## src/rtl/mux2_rr_arbiter_pkg.sv

```systemverilog
// -----------------------------------------------------------------------------
// mux2_rr_arbiter_pkg
//   Shared definitions for the two-requester round-robin arbiter.
//   - SEL_IN0 / SEL_IN1 : encoding of the 2:1 datapath mux select / grant
//   - rr_grant()        : combinational grant decision from the two valids and
//                         the last-grant priority bit
// -----------------------------------------------------------------------------
package mux2_rr_arbiter_pkg;

    localparam logic SEL_IN0 = 1'b0;
    localparam logic SEL_IN1 = 1'b1;

    // A lone requester always wins. On a tie, or with no requester at all,
    // the priority bit decides; holding it when idle keeps sel stable.
    function automatic logic rr_grant(
        input logic v0,
        input logic v1,
        input logic prio
    );
        logic g;
        g = prio;
        if (v0 && !v1) begin
            g = SEL_IN0;
        end else if (v1 && !v0) begin
            g = SEL_IN1;
        end
        return g;
    endfunction

endpackage

```

## src/rtl/mux2_rr_arbiter_mux2_nb.sv

```systemverilog
// -----------------------------------------------------------------------------
// mux2_1b / mux2_nb
//   mux2_1b : single-bit gate-level 2:1 mux.
//             Ports: in0, in1 (data), sel (0 -> in0, 1 -> in1), out.
//   mux2_nb : p_nbits-wide 2:1 mux built by replicating mux2_1b per bit.
//             Ports: in0, in1 [p_nbits], sel, out [p_nbits].
// -----------------------------------------------------------------------------
module mux2_1b (
    input  logic in0,
    input  logic in1,
    input  logic sel,
    output logic out
);

    logic sel_n;
    logic and0;
    logic and1;

    assign sel_n = ~sel;
    assign and0  = in0 & sel_n;
    assign and1  = in1 & sel;
    assign out   = and0 | and1;

endmodule

module mux2_nb #(
    parameter int p_nbits = 32
) (
    input  logic [p_nbits-1:0] in0,
    input  logic [p_nbits-1:0] in1,
    input  logic               sel,
    output logic [p_nbits-1:0] out
);

    for (genvar i = 0; i < p_nbits; i++) begin : g_bit
        mux2_1b u_mux (
            .in0 (in0[i]),
            .in1 (in1[i]),
            .sel (sel),
            .out (out[i])
        );
    end

endmodule

```

## src/rtl/mux2_rr_arbiter.sv

```systemverilog
// -----------------------------------------------------------------------------
// mux2_rr_arbiter
//   Shares one p_nbits-wide val/rdy channel between two val/rdy producers.
//   A last-grant priority bit gives round-robin fairness on contention; the
//   winning message is steered through a 2:1 mux into a one-entry output
//   buffer that may drain and refill on the same edge.
//
//   Ports
//     clk      : system clock, rising edge
//     reset    : asynchronous, active-low reset (0 = in reset)
//     in0_val  : requester 0 valid      in0_rdy : requester 0 accepted
//     in0_msg  : requester 0 message
//     in1_val  : requester 1 valid      in1_rdy : requester 1 accepted
//     in1_msg  : requester 1 message
//     out_val  : buffer holds a message out_rdy : downstream accepts
//     out_msg  : buffered message
//     sel      : current grant / mux select (0 = in0, 1 = in1)
// -----------------------------------------------------------------------------
module mux2_rr_arbiter
    import mux2_rr_arbiter_pkg::*;
#(
    parameter int p_nbits = 32
) (
    input  logic               clk,
    input  logic               reset,
    input  logic               in0_val,
    output logic               in0_rdy,
    input  logic [p_nbits-1:0] in0_msg,
    input  logic               in1_val,
    output logic               in1_rdy,
    input  logic [p_nbits-1:0] in1_msg,
    output logic               out_val,
    input  logic               out_rdy,
    output logic [p_nbits-1:0] out_msg,
    output logic               sel
);

    logic               vld_p1;
    logic [p_nbits-1:0] msg_p1;
    logic               prio_p1;

    logic               can_accept;
    logic               grant;
    logic               in_xfer;
    logic               out_xfer;
    logic [p_nbits-1:0] mux_msg;

    // ---- stage 0: grant, handshake and input steering ----
    assign grant      = rr_grant(in0_val, in1_val, prio_p1);
    assign can_accept = !vld_p1 || out_rdy;

    // reset gates rdy directly so both drop the instant reset asserts.
    assign in0_rdy  = reset && can_accept && (grant == SEL_IN0);
    assign in1_rdy  = reset && can_accept && (grant == SEL_IN1);

    assign in_xfer  = (in0_val && in0_rdy) || (in1_val && in1_rdy);
    assign out_xfer = vld_p1 && out_rdy;

    mux2_nb #(
        .p_nbits (p_nbits)
    ) u_mux (
        .in0 (in0_msg),
        .in1 (in1_msg),
        .sel (grant),
        .out (mux_msg)
    );

    // ---- stage 1: output buffer and last-grant priority ----
    always_ff @(posedge clk or negedge reset) begin
        if (!reset) begin
            vld_p1  <= 1'b0;
            msg_p1  <= '0;
            prio_p1 <= SEL_IN0;
        end else begin
            if (in_xfer) begin
                // A fill wins over a concurrent drain: the buffer stays full
                // and simply takes the new message.
                vld_p1  <= 1'b1;
                msg_p1  <= mux_msg;
                prio_p1 <= ~grant;
            end else if (out_xfer) begin
                vld_p1  <= 1'b0;
            end
        end
    end

    assign out_val = vld_p1;
    assign out_msg = msg_p1;
    assign sel     = grant;

endmodule

```

## config.mk

```make
export PLATFORM = sky130hd
export DESIGN_NAME = mux2_rr_arbiter
export DESIGN_NICKNAME = d
export VERILOG_FILES = /design/src/rtl/mux2_rr_arbiter_pkg.sv /design/src/rtl/mux2_rr_arbiter_mux2_nb.sv /design/src/rtl/mux2_rr_arbiter.sv
export SDC_FILE = /design/constraint.sdc
export NUM_CORES = 1
export LEC_CHECK = 0
export CELL_PAD_IN_SITES_DETAIL_PLACEMENT = 1
export CELL_PAD_IN_SITES_GLOBAL_PLACEMENT = 1
export CORE_UTILIZATION = 29
export CTS_BUF_LIST = sky130_fd_sc_hd__clkbuf_4
export DETAILED_ROUTE_END_ITERATION = 12
export PLACE_DENSITY = 0.95
export SYNTH_ARGS = -nofsm -noshare
export SYNTH_HDL_FRONTEND = slang
export SYNTH_SLANG_ARGS = --single-unit
```

## constraint.sdc

```tcl
create_clock -name clk -period 2.7 [get_ports clk]
set_clock_uncertainty 0.1 [all_clocks]
set_input_delay 0.27 -clock clk [delete_from_list [all_inputs] [get_ports clk]]
set_output_delay 0.27 -clock clk [all_outputs]
set_load 0.005 [all_outputs]
```

# Word level (Yosys, flattened, before mapping)
# Cells that the tools add are included.
word_totals:
  register_bits: 34
  input_bits: 69
  output_inout_bits: 36
  elab_cells: 118
op_classes:
  n_mux: 4
  bitwise_logic: 97
  n_reduce_logical: 14
ops:
  columns: ["op", "n"]
  rows:
  - ["1-bit bitwise AND", 64]
  - ["1-bit bitwise OR", 32]
  - ["1-bit logical AND", 8]
  - ["1-bit two-way mux", 4]
  - ["1-bit zero test", 3]
  - ["1-bit logical OR", 2]
  - ["2-bit nonzero test", 1]
  - ["1-bit inverter", 1]

# Depth between registers and ports, before layout
logic_depth:
  depth_word: 9
  ltp_mapped: 6
  mapped_depth_nobuf: 5

# Modules after synthesis
# Synthesis repeated with hierarchy kept, for this count alone.
hier_totals:
  hier_cells: 111
  area_unflattened_um2: 1915.6
by_module_without_submodules:
  columns: ["mod", "instances", "cells_each", "area_each_um2", "seq_area_each_um2"]
  rows:
  - ["mux2_rr_arbiter", 1, 79, 1435.1, 850.8]
  - ["mux2_1b", 32, 1, 15.0, 0.0]

# Least setup slack after synthesis
# No wires, ideal clock.
synth_timing:
  path_type: "input to output"
  from: "input in1_val"
  to: "output in0_rdy"
  arrival_ps: 1040
  required_time_ps: 2330
  path_slack_ps: 1290
  cell_stages: 5
  path_buffers: 1
  cell_sequence: "nand2b_1 > a21oi_4 > inv_2 > buf_6 > nor2_2"
synth_between:
  elab_chain_len: 5
  word_cells_on_any_way: 7
  classes_between: "mux: 2; bitwise: 1; reduce/logical: 4"
synth_lines:
  columns: ["item", "line_no", "rtl"]
  rows:
  - ["from (decl)", "mux2_rr_arbiter.sv:29", "input logic in1_val,"]
  - ["1-bit logical AND / 1-bit zero test (equally long branches)", "mux2_rr_arbiter_pkg.sv:24, mux2_rr_arbiter_pkg.sv:22", null]
  - ["1-bit two-way mux / 1-bit logical AND (equally long branches)", "mux2_rr_arbiter_pkg.sv:24, mux2_rr_arbiter_pkg.sv:22", null]
  - ["1-bit two-way mux *", "mux2_rr_arbiter_pkg.sv:22", "if (v0 && !v1) begin"]
  - ["named net sel", "mux2_rr_arbiter.sv:35", "output logic sel"]
  - ["1-bit inverter *", "mux2_rr_arbiter.sv:53", "assign in0_rdy = reset && can_accept && (grant == SEL_IN0);"]
  - ["1-bit logical AND *", "mux2_rr_arbiter.sv:53", null]
  - ["to (decl)", "mux2_rr_arbiter.sv:27", "output logic in0_rdy,"]
# Mark *: on every way through the listed nets, which the timed path passes. The rest lies on a longest branch.

# Worst setup path after layout
layout_timing:
  from: "input in1_val"
  to: "output in0_rdy"
layout_between:
  elab_chain_len: 5
  word_cells_on_any_way: 7
  classes_between: "mux: 2; bitwise: 1; reduce/logical: 4"
layout_lines:
  columns: ["item", "line_no"]
  rows:
  - ["1-bit logical AND / 1-bit zero test (equally long branches)", "mux2_rr_arbiter_pkg.sv:24, mux2_rr_arbiter_pkg.sv:22"]
  - ["1-bit two-way mux / 1-bit logical AND (equally long branches)", "mux2_rr_arbiter_pkg.sv:24, mux2_rr_arbiter_pkg.sv:22"]
  - ["1-bit two-way mux *", "mux2_rr_arbiter_pkg.sv:22"]
  - ["1-bit inverter *", "mux2_rr_arbiter.sv:53"]
  - ["1-bit logical AND *", "mux2_rr_arbiter.sv:53"]
# Mark *: on every way between the ends. The rest lies on a longest branch, timed or not.

==> flow_summary.json <==
{
  "outcome": "finished clean",
  "ys_top_cells_by_area": "dfrtp_1 52%, a2bb2oi_1 14%, a21oi_1 9.8%",
  "netlist_area_um2": 1640,
  "swShare_pct": 30.6,
  "synth_top_cell_area_share_pct": 52.0,
  "dpl_worst_slack_ps": 485,
  "ant_nets": 0,
  "port_buffers": 104,
  "yosysUniqueCellTypes": 18,
  "yosysWarnings": 0,
  "crit_type": "primary input to output pin",
  "hold_ws_ps": 369,
  "fp.dieH_um": 77.1,
  "clock.fmax_ghz": 0.450,
  "synthArstFlopShare_pct": 100,
  "pwr-share-comb_pct": 42.1,
  "cts-buffers-inserted": 5,
  "setup_viol": 0,
  "synth.top_cells.by_count": "34 x dfrtp_1, 33 x nand2_1, 32 x a21oi_1",
  "clk_latency_ps": 330,
  "synth_cells": 156,
  "rows": 26,
  "syn_avg_cell_area_um2": 10.5,
  "path_max_fanout": 6,
  "cp.required_ps": 2330,
  "drv_cap": 0,
  "leakagePower_uw": 0.00114,
  "vdd_drop_max_mv": 0.240,
  "cts.clk_slew.worst_paths_ps": 110,
  "power.density_nw_per_um2": 601,
  "root_buffer": "clkbuf_4",
  "n_antenna_cell": 0,
  "synth_area_leader_cell": "dfrtp_1",
  "pwr-share-clk_pct": 15.9,
  "cp.arrival_ps": 1850,
  "r2r-end": "out_msg[14]$_DFFE_PN0P_",
  "dieArea_um2": 5950,
  "ys_ff_latch": 34,
  "cts.path.max_buffers": 2,
  "areaGrowthSynthToFinish_pct": 69.5,
  "p_int_uw": 1160,
  "yosysMostFrequentCell": "dfrtp_1",
  "drt_iter0_markers": 36,
  "initial_core_util_pct": 31.1,
  "antenna_found_initial": 0,
  "power_switching_uw": 510,
  "hold_path_startpoint": "in1_msg[4]",
  "firstDrtPassIters": 3,
  "relSlewSlack_pct": 69.2,
  "wirelength_mm": 5.70,
  "hold_viol": 0,
  "via_per_inst": 4.92,
  "die_w_um": 77.1,
  "start_kind": "primary input",
  "slew_violations": 0,
  "r2r_slack_ps": 1180,
  "pin_count": 105,
  "hp-class": "primary input to register",
  "r2r_cells": 5,
  "cts.sinks": 34,
  "drive_gt1_share_pct": 9.47,
  "min_to": "out_msg[4]$_DFFE_PN0P_",
  "cts_resized": 0,
  "grt_usage_pct": 19.3,
  "grt_max_degree": 38,
  "grt_pass1_wl_mm": 8.85,
  "grt_remaining_overflow": 0,
  "ys.flop_type": "dfrtp_1",
  "period_share_pct": 82.3,
  "htreeDepth": 2,
  "ys_seq_area_share_pct": 52.0,
  "seqPwrFrac_pct": 42.0,
  "endpoint_kind": "output pin",
  "layout.nets": 332,
  "hold_depth": 3,
  "hpwl_mm": 4.05,
  "r2r_start": "out_val$_DFFE_PN0P_",
  "synth_fp_nets": 225,
  "wl_per_cell_um": 17.1,
  "vias": 1642,
  "grt_pass1_vias": 1781,
  "tightestPinTransition_ps": 463,
  "setup_ws_ps": 478,
  "cts_tree": "done",
  "timing.setup.tns_ps": 0,
  "fin_crit_ps": 2220,
  "synth_edf_count": 0,
  "fillers": 600,
  "gp_congestion": 0.740,
  "core_um2": 5270,
  "drc": 0,
  "rsz0062_at_grt": "false"
}
registers in the layout, summed over array words and instances, names as in the netlist:
name / flops
out_msg: 32
prio_p1: 1
out_val: 1
power by group through the flow:
stage	sequential (uW)	clock, uW	combinational, uW
finish	700	265	703
global route	714	295	755
CTS	702	279	714
detailed placement	709	0	711
global placement	701	0	689
floorplan	710	0	298
per-stage QoR:
| step | total power, uW | cells | util [%] | cell area (um^2) |
|---|---|---|---|---|
| 2_1_floorplan | 1010 | 156 | - | 1640 |
| 3_3_place_gp | 1390 | 325 | 51.5 | 2720 |
| 3_5_place_dp | 1420 | 325 | 51.5 | 2720 |
| 4_1_cts | 1700 | 334 | 52.6 | 2770 |
| 5_1_grt | 1760 | 334 | 52.6 | 2770 |
| 6_report | 1670 | 334 | 52.6 | 2770 |
cell families (layout without fill, tap and decap cells):
| logic type | Yosys count | count (layout) | synth area share (%) |
|---|---|---|---|
| AO/OA/AOI/OAI | 67 | 67 | 30.7 |
| buffers and inverters | 13 | 121 | 6.19 |
| AND/OR/NAND/NOR | 42 | 42 | 11.1 |
| flip-flops | 34 | 34 | 52.0 |
critical path, stage by stage:
cell,delay [ps]
clkdlybuf4s50_1,450
nand2b_1,210
a21oi_4,210
inv_2,100
nor2_2,110
clkdlybuf4s50_1,500
worst max path at each step:
stage	start	slack [ps]	endpoint
2_1_floorplan	in1_val	1290	in0_rdy
4_1_cts	in1_val	480	in0_rdy
3_3_place_gp	in0_val	550	in0_rdy
3_5_place_dp	in1_val	490	in0_rdy
6_report	in1_val	480	in0_rdy
5_1_grt	in1_val	420	in0_rdy
cells in the final DEF (no fill, tap or decap), types with 3 or more instances in the layout:
cell / netlist / routed
a2bb2oi_2: 5 / 5
buf_4: 0 / 7
clkinv_1: 0 / 3
a21oi_1: 32 / 32
dfrtp_1: 34 / 34
nand2_1: 33 / 33
clkdlybuf4s50_1: 0 / 103
a2bb2oi_1: 27 / 27
clkbuf_4: 0 / 5
cell type report:
| cell class | instances | area (um^2) | share of cell area, % |
|---|---|---|---|
| clock buffer | 5 | 37.5 | 1.35 |
| multi-input combinational | 109 | 684 | 24.7 |
| timing repair buffer | 112 | 1100 | 39.6 |
| tap | 70 | 87.6 | 3.16 |
| clock inverter | 3 | 11.3 | 0.406 |
| inverter | 1 | 3.75 | 0.135 |
| sequential | 34 | 851 | 30.7 |
routing by layer:
layer | track usage [%] | share of wire, % | up-vias
li1 | - | - | 773
met1 | 22.8 | 43 | 801
met2 | 34.2 | 51 | 60
met3 | 4.76 | 4.4 | 8
met4 | 5.85 | 1.3 | 0
met5 | 0 | 0 | -
what timing repair did:
action,4_1_cts,5_1_grt
setup buffers,0,0
endpoints found under the hold margin,34,0
hold buffers,1,0
Power figures use the tool's default switching activity.
==> variant (same settings) <==
`p_nbits` is set to 32 in 2 places; all go to 16.
--- a/src/rtl/mux2_rr_arbiter_mux2_nb.sv
+++ b/src/rtl/mux2_rr_arbiter_mux2_nb.sv
@@ -25,5 +25,5 @@
 
 module mux2_nb #(
-    parameter int p_nbits = 32
+    parameter int p_nbits = 16
 ) (
     input  logic [p_nbits-1:0] in0,
--- a/src/rtl/mux2_rr_arbiter.sv
+++ b/src/rtl/mux2_rr_arbiter.sv
@@ -20,5 +20,5 @@
     import mux2_rr_arbiter_pkg::*;
 #(
-    parameter int p_nbits = 32
+    parameter int p_nbits = 16
 ) (
     input  logic               clk,
Ports: changed (resized in0_msg, in1_msg and out_msg); port bits go from 105 to 57. No check against the original RTL was run, so the function may have changed too.
==> variant against the original RTL <==
  * The run now ends with DRC left
  * Worst setup slack worse by 9.1 ps
  * Routed wire length fell by 47%
  * Final area shrank 47%
  * Utilization increased by 0.17 points
  * Total power is 47% lower
  * Via count is 45% lower
  * Sequential cell count shrank 16
  * Register-to-register slack improved by 40 ps
  * Synthesized area is 47% lower
  * Critical path type unchanged
==> variant: results (changes against the original RTL) <==
Status:
- Status: finished, violations left (was completed).
- The checks that failed: DRC.

Yosys:
- The sequential-to-total area share from yosys stat is 0.517 (was 0.520).
- The mean instance size in the synthesized netlist is 10.4 µm² (was 10.5 µm²).
- List of most frequent post-synthesis cells: dfrtp_1 (18), nand2_1 (18), a21oi_1 (16), a2bb2oi_1 (16) (was dfrtp_1 (34), nand2_1 (33), a21oi_1 (32)).

Final layout:
- The total area of multi-input combinational cells is 379 µm² (was 684 µm²).
- The clock distribution area overhead in the final layout is 0.0177 (was 0.0176).
- The net count reported at finish came to 181 (was 332).
- The final cell count without fillers came to 174 (was 334).

Route:
- The total met3 wirelength after detailed routing was 160 µm (was 250 µm).
- The mean routed wirelength per cell was 17.5 µm (was 17.1 µm).
- The residual DRC count is 3 (was 0).
- The routed length on met2 is 1640 µm (was 2890 µm).

Global route:
- The global-route met1 utilization was 0.205 (was 0.228).
- The met2 capacity usage during global routing was 0.344 (was 0.342).
- The met3 global-route usage is 0.0392 (was 0.0476).
- The first-pass GRT wire length is 4580 µm (was 8850 µm).

Pwr:
- The peak ir drop on the vdd network was 321 µV (was 240 µV).
- The leakage dissipation came to 0.615 nW (was 1.14 nW).

Floorplan:
- The core footprint is 0.00281 mm² (was 0.00527 mm²).

Clock network:
- The depth of the CTS H-tree is 1 (was 2).

Critical path:
- The register-to-register path setup slack is 1220 ps (was 1180 ps).
- The longest individual stage delay on the worst path is 550 ps (was 500 ps).

Place:
- The pre-CTS setup slack is 458 ps (was 485 ps).
- The instance area at placement is 0.00146 mm² (was 0.00272 mm²).
- The final weighted congestion of routability-driven global placement came to 0.774 (was 0.740).
- The count of input and output buffers is 56 (was 104).

Hold path:
- The worst min-delay path class was input pin to async pin (was input pin to register).

STA:
- The worst hold slack came to 252 ps (was 369 ps).
variant: cell types whose count changed in the layout (fill, tap and decap cells not counted), sizes merged:
cell	unedited run	this run
a2bb2oi	32	16
buf	8	3
clkdlybuf4s50	103	56
a21oi	33	17
nand2	34	18
dlygate4sd3	1	0
dfrtp	34	18
clkbuf	5	3
clkinv	3	1
variant: how the worst max path moves through the flow:
stage,startpoint,end,slack [ps],cells past startpoint
2_1_floorplan,in1_val,in0_rdy,1290,5
5_1_grt,in0_val,in1_rdy,370,6
4_1_cts,in0_val,in1_rdy,450,6
3_3_place_gp,in0_val,in1_rdy,510,6
6_report,in0_val,in1_rdy,470,6
3_5_place_dp,in0_val,in1_rdy,460,6
variant: report_power, final:
part	internal (mW)	switching, mW	leakage [nW]
clock network	0.0539	0.0884	0.0154
registers	0.330	0.0399	0.201
logic	0.231	0.142	0.398
total	0.616	0.271	0.615
